[src/rtl/mem_responder.sv]
// Wait-stated single-port memory responder with a four-phase initiate/complete handshake.
// Request fields are captured on acceptance; the access happens once the wait counter expires.
module mem_responder #(
  parameter int ADDR_W      = 8,
  parameter int DATA_W      = 16,
  parameter int WAIT_CYCLES = 2
) (
  input  logic              clk,
  input  logic              rst,
  input  logic              initiate_op,
  input  logic              read_write,
  input  logic [ADDR_W-1:0] addr,
  input  logic [DATA_W-1:0] data_in,
  output logic [DATA_W-1:0] data_out,
  output logic              op_complete,
  output logic              busy
);

  localparam int         DEPTH     = 1 << ADDR_W;
  localparam logic [3:0] WAIT_INIT = 4'(WAIT_CYCLES);

  typedef enum logic [1:0] {
    ST_IDLE = 2'd0,
    ST_WAIT = 2'd1,
    ST_DONE = 2'd2
  } state_t;

  state_t            state_r, state_s;
  logic [3:0]        cnt_r, cnt_s;
  logic [ADDR_W-1:0] addr_r;
  logic [DATA_W-1:0] wdata_r;
  logic              rd_r;
  logic [DATA_W-1:0] data_out_r;
  logic              op_complete_r;
  logic              accept_s;
  logic              access_s;
  logic [DATA_W-1:0] mem_r [DEPTH];

  // Next-state, counter and strobe decode for the handshake FSM
  always_comb begin
    state_s  = state_r;
    cnt_s    = cnt_r;
    accept_s = 1'b0;
    access_s = 1'b0;
    case (state_r)
      ST_IDLE: begin
        if (initiate_op) begin
          state_s  = ST_WAIT;
          cnt_s    = WAIT_INIT;
          accept_s = 1'b1;
        end else begin
          state_s = ST_IDLE;
        end
      end
      ST_WAIT: begin
        // The counter parks at zero on the access cycle, so it can never wrap
        if (cnt_r != 4'd0) begin
          cnt_s = cnt_r - 4'd1;
        end else begin
          access_s = 1'b1;
          state_s  = ST_DONE;
        end
      end
      ST_DONE: begin
        if (!initiate_op) begin
          state_s = ST_IDLE;
        end else begin
          state_s = ST_DONE;
        end
      end
      default: state_s = ST_IDLE;
    endcase
  end

  // State, counter and registered outputs
  always_ff @(posedge clk) begin
    if (rst) begin
      state_r       <= ST_IDLE;
      cnt_r         <= 4'd0;
      op_complete_r <= 1'b0;
      data_out_r    <= '0;
    end else begin
      state_r       <= state_s;
      cnt_r         <= cnt_s;
      op_complete_r <= (state_s == ST_DONE);
      if (access_s && rd_r) begin
        data_out_r <= mem_r[addr_r];
      end
    end
  end

  // Request capture: later changes on the bus are ignored until the next accept
  always_ff @(posedge clk) begin
    if (!rst && accept_s) begin
      addr_r  <= addr;
      wdata_r <= data_in;
      rd_r    <= read_write;
    end
  end

  // Storage is never cleared; an aborted transaction never reaches the access cycle
  always_ff @(posedge clk) begin
    if (!rst && access_s && !rd_r) begin
      mem_r[addr_r] <= wdata_r;
    end
  end

  assign data_out    = data_out_r;
  assign op_complete = op_complete_r;
  assign busy        = (state_r != ST_IDLE);

endmodule

[config.mk]
export PLATFORM = sky130hd
export DESIGN_NAME = mem_responder
export DESIGN_NICKNAME = d
export VERILOG_FILES = /design/src/rtl/mem_responder.sv
export SDC_FILE = /design/constraint.sdc
export NUM_CORES = 2
export LEC_CHECK = 0
export CORE_ASPECT_RATIO = 1.5
export CORE_MARGIN = 1.5
export CORE_UTILIZATION = 49
export CTS_BUF_LIST = sky130_fd_sc_hd__clkbuf_4 sky130_fd_sc_hd__clkbuf_8 sky130_fd_sc_hd__clkbuf_16
export DETAILED_ROUTE_END_ITERATION = 10
export PLACE_DENSITY = 0.66
export SETUP_SLACK_MARGIN = 0.2
export SYNTH_ARGS = -nofsm -noshare
export SYNTH_HDL_FRONTEND = slang
export SYNTH_SLANG_ARGS = --single-unit
[constraint.sdc]
create_clock -name clk -period 4.91 [get_ports clk]
set_input_delay 0.982 -clock clk [delete_from_list [all_inputs] [get_ports clk]]
set_output_delay 0.982 -clock clk [all_outputs]
set_load 0.03 [all_outputs]
# --- Yosys cells after proc, flatten, opt, wreduce, memory -nomap -nowiden ---
# Memories as Yosys holds them, arrays and structs flattened. A register that Yosys moved wholly into a read port is not among the register bits.
# Cells that the tools add are included.
totals:
  regBits: 32
  latchBits: 0
  wordCells: 37
  mem_count: 1
  out_inout_bits: 18
  romBits: 0
  mem_bits_rw: 4096
mem_list:
  columns: ["name", "depth", "width", "read_ports", "rd_ports_with_merged_regs", "wr", "line_no", "text"]
  rows:
  - ["mem_r", 256, 16, 1, 1, 1, "37", "logic [DATA_W-1:0] mem_r [DEPTH];"]
classes:
  shift: 0
  magnitude_cmp: 0
  n_eq_ne: 5
  n_addsub: 1
  div: 0
  bitwise: 0
  reduce_logical: 11
  multipliers: 0
  n_mux: 13
op_table:
  columns: ["cell", "n"]
  rows:
  - ["$mux W4", 2]
  - ["$pmux W4 S2", 1]
  - ["$mux W1", 7]
  - ["$pmux W2 S3", 1]
  - ["$eq A2 B2 Y1 const B", 2]
  - ["$logic_and A1 B1 Y1", 4]
  - ["$mux W2", 2]
  - ["$ne A2 B2 Y1 const B", 2]
  - ["$reduce_bool A2 Y1", 2]
  - ["$reduce_bool A4 Y1", 1]
  - ["$sub A4 B1 Y4 const B", 1]
  - ["$reduce_and A3 Y1", 1]
  - ["$eq A2 B1 Y1 const B", 1]
  - ["$logic_not A1 Y1", 2]
  - ["$logic_not A2 Y1", 1]

# --- Logic depth before layout (Yosys ltp) ---
depth:
  word_depth: 7
  depth_mapped: 13
  depth_no_buf: 9

# --- Least setup slack after synthesis ---
# Ideal clock, no wire load.
synth_path:
  path_type: "register to register"
  from: "reg wdata_r[0]"
  to: "mem mem_r[0][0] (data pin)"
  n_path_buf: 0
  path_stages_with_launch: 1
  setup_slack_ns: 0.864
  arrival_ns: 3.228
  period_less_slack_ns: 4.046
  required_ns: 4.093
  setup_ns: 0.817
  path_cell_list: "edfxtp_1"
synth_rtl:
  columns: ["item", "line_no", "text"]
  rows:
  - ["from (decl)", "31", "logic [DATA_W-1:0] wdata_r;"]
  - ["from (signal assigned)", "96", "wdata_r <= data_in;"]
  - ["to (decl)", "37", null]
# Straight into the memory's write port.

==> flow_summary_export.csv <==
group,metric,value,unit
status,run_status,"finished with violations",
status,violations,"slew limit",
finish,postLayoutCoreUtil,55.9,%
finish,fillers,23639,
drt,route.detailed.wl_per_inst,37.2,um
drt,detail_route.first_pass.iterations,6,
place,place.port_buffers,45,
timing,grt_setup_unrepaired,"no",
place,final_weighted_congestion_in_routability_driven_placement,0.981,
clock_network,cts_made_buffers,364,
timing,setup-tns-final,0,ns
min_path,worst_hold_path_type,"reg -> reg",
timing,timing.slew.headroom,-17.2,%
clock_network,cts-root-to-sink-buffers,4,
timing,worstMarginPinSlew,1.76,ns
clock_network,ctsRootBufferMaster,"clkbuf_16",
floorplan,design.die.area,0.329,mm^2
grt,grt_antenna_before_repair,21,
finish,final_net_count,7770,
timing,fin_hold_ws,0.515,ns
critical_path,cp-start-kind,"flip-flop",
clock_network,clk_transition_reported_paths,0.07,ns
logic_synthesis,synth_top_flop_cell,"edfxtp_1",
timing,final_max_slew_viol_count,96,
timing,timing.clock.skew,0.0445,ns
grt,grt_pass1_vias,79931,
floorplan,die_height,702,um
drt,route.vias.total,79511,
finish,layoutNonFillerInstCount,12307,
place,hpwl,289000,um
clock_network,cts_resized,0,
pwr,vdd_drop_max,321,uV
pwr,power_density,412,mW/mm^2
logic_synthesis,syn-mean-instance-area,22.4,um^2
critical_path,worst-setup-path-type,"reg -> reg",
pwr,total_power,74600,uW
critical_path,end_kind,"flip-flop",
grt,total_global_routing_track_utilization,27.9,%
floorplan,io_pins,46,
grt,globalRouteOverflowTotal,0,
logic_synthesis,ys_async_sr_fraction,0,%
finish,drive_gt1_share,28.8,%
clock_network,tritoncts_num_sinks,4144,
drt,route.detailed.vias_per_inst,6.46,
logic_synthesis,share_of_the_yosys_chip_area_belonging_to_registers,77.8,%
logic_synthesis,synth_area,0.160,mm^2
timing,layout_worst_path_cycle_share,94.2,%
grt,grt_pass1_wl,634000,um
timing,period_needed,4.62,ns
drt,drt-total-wl,458000,um
floorplan,rows,256,
finish,layout-area-overhead-vs-synth,13.5,%
grt,largest_net_degree_at_the_start_of_global_routing,202,
floorplan,fp.dieW,469,um
clock_network,ctsHtreeMaxLevel,5,
drt,drc_errors,0,
logic_synthesis,netlist-cell-type-count,81,
logic_synthesis,number_of_nets_in_the_synthesized_netlist,7140,
place,place_inst,11630,
critical_path,worst_ep_arrival_time,5.47,ns
logic_synthesis,edff_count_synth,4121,
timing,hold_viol,0,
critical_path,crit_path_max_fanout,24,
floorplan,core_region_area,0.324,mm^2
logic_synthesis,yosys_register_bits,4144,
clock_network,cts_tree,"done",
drt,ant_nets,0,
floorplan,initial_utilization,49.2,%
pwr,leakagePower,0.0573,uW
logic_synthesis,syn_inst,7111,
timing,fmax,216,MHz
clock_network,clock_latency_of_the_later_clocked_register_in_the_worst_skew_pair,0.95,ns
job,max-cap-violations,0,
critical_path,cp.required,5.75,ns
timing,setup_viol,0,
logic_synthesis,synth-warning-count,0,
drt,initialDrtViolationCount,10786,
-- cell families (layout without fill, tap and decap cells) --
family | Yosys count | after routing | share of synthesized area [%]
buf+inv | 427 | 1356 | 1.61
xor+xnor | 3 | 3 | 0.0165
other cells | 0 | 10 | 0
compound gates | 479 | 479 | 2.17
flops | 4144 | 4144 | 77.8
fa+ha+maj | 1 | 1 | 0.00784
mux | 1367 | 1367 | 16.4
simple gates | 690 | 690 | 1.95
-- final timing paths --
check | from | end | slack, ns | cells past startpoint
hold reg to reg | data_out[5] | data_out[5] | 0.51 | 2
setup reg to reg | addr_r[0] | data_out[9] | 0.29 | 9
hold / removal | data_out[5] | data_out[5] | 0.51 | 2
setup / recovery | addr_r[0] | data_out[9] | 0.29 | 9
-- flip-flops by register name, indices dropped and copies added, names as in the netlist --
| register | count |
|---|---|
| rd_r | 1 |
| cnt_r | 4 |
| state_r | 2 |
| wdata_r | 16 |
| mem_r | 4096 |
| op_complete | 1 |
| addr_r | 8 |
| data_out | 16 |
-- report_power, final --
| group | internal (uW) | total (uW) | switching [uW] |
|---|---|---|---|
| Sequential | 39100 | 39300 | 145 |
| Clock | 17000 | 30000 | 13000 |
| Combinational | 1760 | 5280 | 3530 |
| Total | 57900 | 74600 | 16700 |
-- cell type report --
class | instances | area [um^2] | area share, %
multi-input combinational | 2540 | 33000 | 18.2
sequential | 4144 | 124000 | 68.6
tap | 4257 | 5330 | 2.94
inverter | 11 | 45.0 | 0.0249
clock inverter | 224 | 2530 | 1.40
timing repair buffer | 680 | 6170 | 3.41
antenna | 10 | 25.0 | 0.0138
clock buffer | 441 | 9840 | 5.43
-- timing repair --
| item | in CTS | in global routing |
|---|---|---|
| hold buffers | 0 | 0 |
| setup endpoints to repair | 1 | 0 |
| setup buffers | 2 | 0 |
-- synthesized netlist by cell type (all sizes together), types with 14 or more instances --
cell type | n | area [um^2]
nand3 | 80 | 400
clkbuf | 102 | 383
a32oi | 15 | 131
nand4 | 14 | 87.6
a31oi | 15 | 93.8
a21oi | 52 | 260
o21ai | 29 | 145
and3 | 20 | 125
mux4 | 997 | 22500
mux2i | 360 | 3600
nor4 | 15 | 113
a211oi | 34 | 255
a22oi | 148 | 1110
nand2 | 164 | 616
nor3 | 31 | 155
nor2b | 19 | 119
dfxtp | 23 | 460
edfxtp | 4121 | 124000
o22ai | 66 | 413
buf | 314 | 2140
nor2 | 302 | 1130
-- cell usage in the layout, fill, tap and decap left out, types with 66 or more instances in the layout --
cell	count
clkbuf_4	67
o22ai_1	66
nor2_1	267
nand3_1	80
a22oi_1	148
clkinv_2	68
mux4_2	997
buf_12	76
clkbuf_16	372
mux2i_1	357
buf_4	559
edfxtp_1	4121
nand2_1	164
-- worst max-delay path: stages, from the launching register on --
cell	delay [ns]
edfxtp_1	0.68
buf_12	0.29
buf_4	0.38
mux4_2	0.55
mux2i_1	0.66
o32ai_1	0.27
buf_4	0.21
a2111oi_0	1.04
and4bb_1	0.31
a21oi_1	0.06
-- per-layer routing --
layer | vias up | GRT usage (%) | share of wire, % | wire length [um]
li1 | 31382 | - | - | -
met1 | 42521 | 32.9 | 33 | 151000
met2 | 4504 | 45.6 | 50 | 227000
met3 | 1086 | 6.03 | 9.0 | 41400
met4 | 18 | 19.4 | 8.4 | 38700
met5 | - | 0.163 | 0.038 | 172
-- per-stage QoR --
step | setup WS [ns] | instance area [um^2]
4_1_cts | 0.335 | 181000
3_3_place_gp | 0.0531 | 169000
6_report | 0.287 | 181000
2_1_floorplan | 0.864 | 160000
5_1_grt | 0.417 | 181000
3_5_place_dp | 0.102 | 169000
Power figures use the tool's default switching activity.
